**src/rtl/wb_uart_tracer_pkg.sv**
```systemverilog
// Shared definitions for the write-back UART tracer: transmitter states,
// entry/frame geometry and UART line levels.
package wb_uart_tracer_pkg;

    localparam int FRAME_BYTES = 5;
    localparam int ENTRY_W     = 37;

    localparam logic UART_START = 1'b0;
    localparam logic UART_STOP  = 1'b1;
    localparam logic UART_IDLE  = 1'b1;

    localparam logic [2:0] LAST_BYTE = 3'(FRAME_BYTES - 1);
    localparam logic [2:0] LAST_BIT  = 3'd7;

    typedef enum logic [1:0] {
        IDLE  = 2'd0,
        START = 2'd1,
        DATA  = 2'd2,
        STOP  = 2'd3
    } tx_state_e;

    // Byte idx of an entry's frame: dest first, then data most-significant byte first.
    function automatic logic [7:0] frame_byte(input logic [ENTRY_W-1:0] entry,
                                              input logic [2:0]         idx);
        logic [7:0] b;
        case (idx)
            3'd0:    b = {3'b000, entry[36:32]};
            3'd1:    b = entry[31:24];
            3'd2:    b = entry[23:16];
            3'd3:    b = entry[15:8];
            3'd4:    b = entry[7:0];
            default: b = 8'h00;
        endcase
        return b;
    endfunction

endpackage

```
**src/rtl/wb_uart_tracer_fifo.sv**
```systemverilog
// trace_fifo: synchronous circular buffer; a push into a full buffer is
// accepted only when a pop retires the head in the same cycle.
module trace_fifo #(
    parameter int DEPTH = 8,
    parameter int WIDTH = 37
) (
    input  logic                     clk,
    input  logic                     rst_n,
    input  logic                     push,
    input  logic                     pop,
    input  logic [WIDTH-1:0]         din,
    output logic [WIDTH-1:0]         dout,
    output logic                     full,
    output logic                     empty,
    output logic [$clog2(DEPTH):0]   count,
    output logic [$clog2(DEPTH):0]   count_nxt
);

    localparam int AW = $clog2(DEPTH);
    localparam logic [AW-1:0] PTR_ZERO = AW'(0);
    localparam logic [AW-1:0] PTR_ONE  = AW'(1);
    localparam logic [AW:0]   CNT_ZERO = (AW+1)'(0);
    localparam logic [AW:0]   CNT_ONE  = (AW+1)'(1);
    localparam logic [AW:0]   CNT_FULL = (AW+1)'(DEPTH);

    logic [WIDTH-1:0] mem_r [DEPTH];
    logic [AW-1:0]    wr_ptr_r;
    logic [AW-1:0]    rd_ptr_r;
    logic [AW:0]      count_r;
    logic [AW:0]      count_s;
    logic             push_ok_s;
    logic             pop_ok_s;

    // Accept/retire decisions and the occupancy after this edge.
    always_comb begin
        pop_ok_s  = pop && (count_r != CNT_ZERO);
        push_ok_s = push && ((count_r != CNT_FULL) || pop_ok_s);
        case ({push_ok_s, pop_ok_s})
            2'b10:   count_s = count_r + CNT_ONE;
            2'b01:   count_s = count_r - CNT_ONE;
            default: count_s = count_r;
        endcase
    end

    // Pointer and occupancy registers.
    always_ff @(posedge clk or negedge rst_n) begin
        if (!rst_n) begin
            wr_ptr_r <= PTR_ZERO;
            rd_ptr_r <= PTR_ZERO;
            count_r  <= CNT_ZERO;
        end else begin
            if (push_ok_s) begin
                wr_ptr_r <= wr_ptr_r + PTR_ONE;
            end
            if (pop_ok_s) begin
                rd_ptr_r <= rd_ptr_r + PTR_ONE;
            end
            count_r <= count_s;
        end
    end

    // Storage; when full, the write lands on the slot being popped this edge.
    always_ff @(posedge clk) begin
        if (push_ok_s) begin
            mem_r[wr_ptr_r] <= din;
        end
    end

    assign dout      = mem_r[rd_ptr_r];
    assign full      = (count_r == CNT_FULL);
    assign empty     = (count_r == CNT_ZERO);
    assign count     = count_r;
    assign count_nxt = count_s;

endmodule

```
**src/rtl/wb_uart_tracer.sv**
```systemverilog
// Captures committed register writes and streams each as a 5-byte 8N1 UART
// frame; entries wait in trace_fifo while a frame is on the line.
module wb_uart_tracer
    import wb_uart_tracer_pkg::*;
#(
    parameter int CLKS_PER_BIT = 434,
    parameter int FIFO_DEPTH   = 8
) (
    input  logic                          clk,
    input  logic                          rst_n,
    input  logic                          wb_valid,
    input  logic [4:0]                    wb_dest,
    input  logic [31:0]                   wb_data,
    output logic                          tx,
    output logic                          busy,
    output logic                          overflow,
    output logic [$clog2(FIFO_DEPTH):0]   fifo_count
);

    localparam int CW = $clog2(FIFO_DEPTH) + 1;
    localparam logic [15:0] BIT_LAST = 16'(CLKS_PER_BIT - 1);

    tx_state_e          state_r, state_s;
    logic [15:0]        clk_cnt_r, clk_cnt_s;
    logic [2:0]         bit_cnt_r, bit_cnt_s;
    logic [2:0]         byte_cnt_r, byte_cnt_s;
    logic [ENTRY_W-1:0] hold_r, hold_s;
    logic [7:0]         cur_byte_s;
    logic               tx_r, tx_s;
    logic               busy_r;
    logic               overflow_r;
    logic               push_s, pop_s, drop_s;
    logic [ENTRY_W-1:0] fifo_dout_s;
    logic               fifo_full_s, fifo_empty_s;
    logic [CW-1:0]      fifo_cnt_s, fifo_cnt_nxt_s;

    trace_fifo #(
        .DEPTH (FIFO_DEPTH),
        .WIDTH (ENTRY_W)
    ) u_fifo (
        .clk       (clk),
        .rst_n     (rst_n),
        .push      (push_s),
        .pop       (pop_s),
        .din       ({wb_dest, wb_data}),
        .dout      (fifo_dout_s),
        .full      (fifo_full_s),
        .empty     (fifo_empty_s),
        .count     (fifo_cnt_s),
        .count_nxt (fifo_cnt_nxt_s)
    );

    // Capture filter: register 0 is never traced; a full FIFO with no pop drops.
    always_comb begin
        push_s = wb_valid && (wb_dest != 5'd0);
        drop_s = push_s && fifo_full_s && !pop_s;
    end

    // Transmitter next-state, counters and hold register.
    always_comb begin
        state_s    = state_r;
        clk_cnt_s  = clk_cnt_r;
        bit_cnt_s  = bit_cnt_r;
        byte_cnt_s = byte_cnt_r;
        hold_s     = hold_r;
        pop_s      = 1'b0;
        case (state_r)
            IDLE: begin
                if (!fifo_empty_s) begin
                    pop_s      = 1'b1;
                    hold_s     = fifo_dout_s;
                    clk_cnt_s  = 16'd0;
                    bit_cnt_s  = 3'd0;
                    byte_cnt_s = 3'd0;
                    state_s    = START;
                end else begin
                    state_s    = IDLE;
                end
            end
            START: begin
                if (clk_cnt_r == BIT_LAST) begin
                    clk_cnt_s = 16'd0;
                    bit_cnt_s = 3'd0;
                    state_s   = DATA;
                end else begin
                    clk_cnt_s = clk_cnt_r + 16'd1;
                end
            end
            DATA: begin
                if (clk_cnt_r == BIT_LAST) begin
                    clk_cnt_s = 16'd0;
                    if (bit_cnt_r == LAST_BIT) begin
                        state_s = STOP;
                    end else begin
                        bit_cnt_s = bit_cnt_r + 3'd1;
                    end
                end else begin
                    clk_cnt_s = clk_cnt_r + 16'd1;
                end
            end
            STOP: begin
                if (clk_cnt_r == BIT_LAST) begin
                    clk_cnt_s = 16'd0;
                    if (byte_cnt_r == LAST_BYTE) begin
                        byte_cnt_s = 3'd0;
                        state_s    = IDLE;
                    end else begin
                        byte_cnt_s = byte_cnt_r + 3'd1;
                        state_s    = START;
                    end
                end else begin
                    clk_cnt_s = clk_cnt_r + 16'd1;
                end
            end
            default: begin
                state_s = IDLE;
            end
        endcase
    end

    // Line level for the coming cycle, so tx leaves a flop with no glitches.
    always_comb begin
        cur_byte_s = frame_byte(hold_s, byte_cnt_s);
        case (state_s)
            IDLE:    tx_s = UART_IDLE;
            START:   tx_s = UART_START;
            DATA:    tx_s = cur_byte_s[bit_cnt_s];
            STOP:    tx_s = UART_STOP;
            default: tx_s = UART_IDLE;
        endcase
    end

    // State, counters and registered outputs.
    always_ff @(posedge clk or negedge rst_n) begin
        if (!rst_n) begin
            state_r    <= IDLE;
            clk_cnt_r  <= 16'd0;
            bit_cnt_r  <= 3'd0;
            byte_cnt_r <= 3'd0;
            hold_r     <= {ENTRY_W{1'b0}};
            tx_r       <= UART_IDLE;
            busy_r     <= 1'b0;
            overflow_r <= 1'b0;
        end else begin
            state_r    <= state_s;
            clk_cnt_r  <= clk_cnt_s;
            bit_cnt_r  <= bit_cnt_s;
            byte_cnt_r <= byte_cnt_s;
            hold_r     <= hold_s;
            tx_r       <= tx_s;
            busy_r     <= (state_s != IDLE) || (fifo_cnt_nxt_s != CW'(0));
            overflow_r <= overflow_r | drop_s;
        end
    end

    assign tx         = tx_r;
    assign busy       = busy_r;
    assign overflow   = overflow_r;
    assign fifo_count = fifo_cnt_s;

endmodule

```
**config.mk**
```make
export PLATFORM = sky130hd
export DESIGN_NAME = wb_uart_tracer
export DESIGN_NICKNAME = d
export VERILOG_FILES = /design/src/rtl/wb_uart_tracer_pkg.sv /design/src/rtl/wb_uart_tracer_fifo.sv /design/src/rtl/wb_uart_tracer.sv
export SDC_FILE = /design/constraint.sdc
export NUM_CORES = 1
export LEC_CHECK = 0
export ABC_AREA = 1
export CORE_ASPECT_RATIO = 1.5
export CORE_MARGIN = 8
export CORE_UTILIZATION = 45
export CTS_CLUSTER_DIAMETER = 50
export CTS_CLUSTER_SIZE = 16
export DETAILED_ROUTE_END_ITERATION = 10
export PLACE_DENSITY = 0.62
export SYNTH_ARGS = -nofsm -noshare
export SYNTH_HDL_FRONTEND = slang
export SYNTH_SLANG_ARGS = --single-unit
```
**constraint.sdc**
```tcl
create_clock -name clk -period 3.2 [get_ports clk]
set_input_delay 0.64 -clock clk [delete_from_list [all_inputs] [get_ports clk]]
set_output_delay 0.64 -clock clk [all_outputs]
set_load 0.02 [all_outputs]
```
==> results.json <==
{
  "status": "finished, final reports clean",
  "yosysMostFrequentCell": "edfxtp_1",
  "r2r_end": "tx",
  "grt_max_degree": 104,
  "yosysTopAreaCell": "edfxtp_1",
  "cts_max_path_buffers": 3,
  "final_util_pct": 51.43,
  "nNetsFinal": 1483,
  "port_buffers": 46,
  "cts_max_level": 1,
  "yosysTopAreaCellShare_pct": 56.68,
  "clock_sinks": 370,
  "rsz0062_at_grt": "no",
  "r2r_cells": 16,
  "maxCapViolCount": 0,
  "startpoint_type": "register",
  "setup-tns-final_ns": 0,
  "critical_path_arrival_ns": 3.10,
  "fmax_mhz": 384.7,
  "synth-edff-count": 296,
  "clkTransAtPathRegs_ns": 0.07,
  "syn-instance-count": 1374,
  "wl_per_cell_microns": 19.05,
  "synth_seq_cells": 370,
  "ys_top_cells_by_area": "edfxtp_1 57%, dfrtp_1 12%, nor2_1 6.2%",
  "hold_violations": 0,
  "synth.avg_cell_area_sq_um": 11.41,
  "initial_core_util_pct": 45.22,
  "p_per_area_nw_per_um2": 854.0,
  "die_w_microns": 168.4,
  "dpl.hpwl_microns": 22370,
  "dieArea_sq_um": 41200,
  "numCtsBuffers": 29,
  "cp_slowest_stage_delay_ns": 0.45,
  "ir_worst_vdd_mv": 0.4892,
  "grt.overflow.total": 0,
  "postCtsSetupBuffers": 0,
  "ys_warn_count": 0,
  "final_max_slew_viol_count": 0,
  "core-area_sq_um": 34680,
  "vias": 10170,
  "cp.required_ns": 3.70,
  "tightest_slew_ns": 0.7837,
  "min_period_ns": 2.599,
  "drt-initial-drc-count": 549,
  "setup_viol": 0,
  "slew_headroom_pct": 47.67,
  "fin_crit_sh_pct": 81.23,
  "die_h_microns": 244.6,
  "tritoncts": "done",
  "synth_fp_nets": 1433,
  "crit_path_top_delay_cell": "dfrtp_1",
  "cts_resized": 0,
  "io_pins": 47,
  "holdBufCountCts": 0,
  "crit_path_frequent_cell": "nand3_1",
  "synth_common_cells": "296 x edfxtp_1, 259 x nor2_1, 161 x nand2_1",
  "syn2layout_area_growth_pct": 13.73,
  "crit_fanout": 14,
  "power_mw": 15.23,
  "via_per_inst": 5.416,
  "ant_nets": 0,
  "drive_gt1_share_pct": 9.122,
  "yosysSeqAreaShare_pct": 68.49,
  "final_cells": 1877,
  "worst-setup-path-type": "reg -> reg",
  "drc": 0,
  "dr.pass1.iters": 6,
  "rows": 84,
  "power_leakage_nw": 6.522,
  "regToRegStartpoint": "state_r[1]",
  "worstSetupEndpointType": "register",
  "cp_cell_sequence": "inv_1, ha_1, nand3_2, nand2_1, inv_1, nand2_2, nand2_2, nand2_4, nand3_4, nor2_1, nor2_1, nand3_1, nand3_1, nand3_1, nand3_1, a21oi_2",
  "clock-root-buffer": "clkbuf_16",
  "syn_area_sq_um": 15680,
  "diodes": 0,
  "grt_pass1_wl_microns": 56370,
  "place_inst": 1823,
  "wl_microns": 35760,
  "r2r_slack_ns": 0.60,
  "hold_class": "in -> async",
  "track_usage_pct": 17.37,
  "skew_ns": 0.02066,
  "gp_congestion": 0.8278,
  "grt_pass1_vias": 10260,
  "ys_async_sr_fraction_pct": 20.00,
  "grt_antenna_before_repair": 0,
  "clk_latency_ns": 0.58,
  "synth_cell_type_count": 43,
  "ys.flop_type": "edfxtp_1"
}
-- registers in the layout, summed over array words and instances, names as in the netlist, 2 cells and up --
name	count
u_fifo.mem_r	296
hold_r	37
clk_cnt_r	16
u_fifo.count	4
bit_cnt_r	3
byte_cnt_r	3
u_fifo.rd_ptr_r	3
u_fifo.wr_ptr_r	3
state_r	2
-- layout make-up --
type                            count  area, sq um
Sequential cell                   370        10750
Clock inverter                      9        116.4
Fill cell                        3034        16850
Tap cell                          430        538.0
Inverter                           99        375.4
Timing Repair Buffer               84        980.9
Multi-Input combinational cell    840         4293
Clock buffer                       45        785.8
-- metal layers --
layer	routed length, microns	track usage, %
met1	14730	20.58
met4	878	5.926
met5	0	0
met3	1286	2.123
met2	18860	32.02
-- cells by family after synthesis --
group	synth area share, %
and+or+nand+nor	14.87
DFF	68.49
AOI/OAI and AO/OA	10.17
buffers and inverters	4.564
adders and majority gates	1.564
xor gates and xnor gates	0.3351
-- how the worst max path moves through the flow --
stage / from / endpoint / slack, ns / cells past startpoint
after floorplan: state_r[0] / u_fifo.mem_r[0][0] / -0.09 / 7
after global placement: wb_dest[2] / busy / 0.13 / 13
after detailed placement: wb_dest[2] / busy / 0.11 / 13
after CTS: state_r[1] / tx / 0.60 / 16
after global routing: state_r[1] / tx / 0.34 / 16
final: state_r[1] / tx / 0.60 / 16
-- worst max-delay path, delay by kind of cell (launching register included) --
family	cells	cell delay [ns]
compound gates	1	0.15
flops	1	0.45
fa+ha+maj	1	0.22
simple gates	12	1.52
buf+inv	2	0.20
-- stage by stage --
stage	cell area (sq um)	setup WS, ns	hold slack [ns]
after floorplan	15680	-0.09341	0.3444
after global placement	16930	0.1343	0.4648
after detailed placement	16930	0.1141	0.4678
after CTS	17840	0.6020	0.1014
after global routing	17840	0.3422	0.1202
final	17840	0.6006	0.08218
-- cell usage in the layout, fill, tap and decap left out, types with 3 or more instances in the layout --
master,count
clkdlybuf4s50_1,45
clkbuf_1,16
nor3_1,8
o211ai_1,53
nand2_4,3
nand2_1,161
clkbuf_16,29
o221ai_1,16
buf_12,19
nand3_1,77
inv_6,4
nor2_4,10
buf_4,20
o22ai_1,3
xor2_1,5
nand3_2,3
dfrtp_1,71
ha_1,18
o21ai_1,11
o21ai_2,4
inv_2,6
nor2_1,251
inv_1,91
a31oi_1,4
o21ai_0,143
edfxtp_1,296
nand4_1,11
a21oi_1,24
nand2_2,11
nor2_2,6
o21a_1,3
-- power by group --
group / leakage [nW] / switching (mW) / internal, mW / total [mW]
Combinational: 2.48 / 3.59 / 1.70 / 5.29
Sequential: 3.61 / 0.329 / 6.10 / 6.43
Clock: 0.431 / 1.64 / 1.87 / 3.51
Total: 6.52 / 5.56 / 9.67 / 15.2
Note: power is estimated with default switching activity, not from simulation.
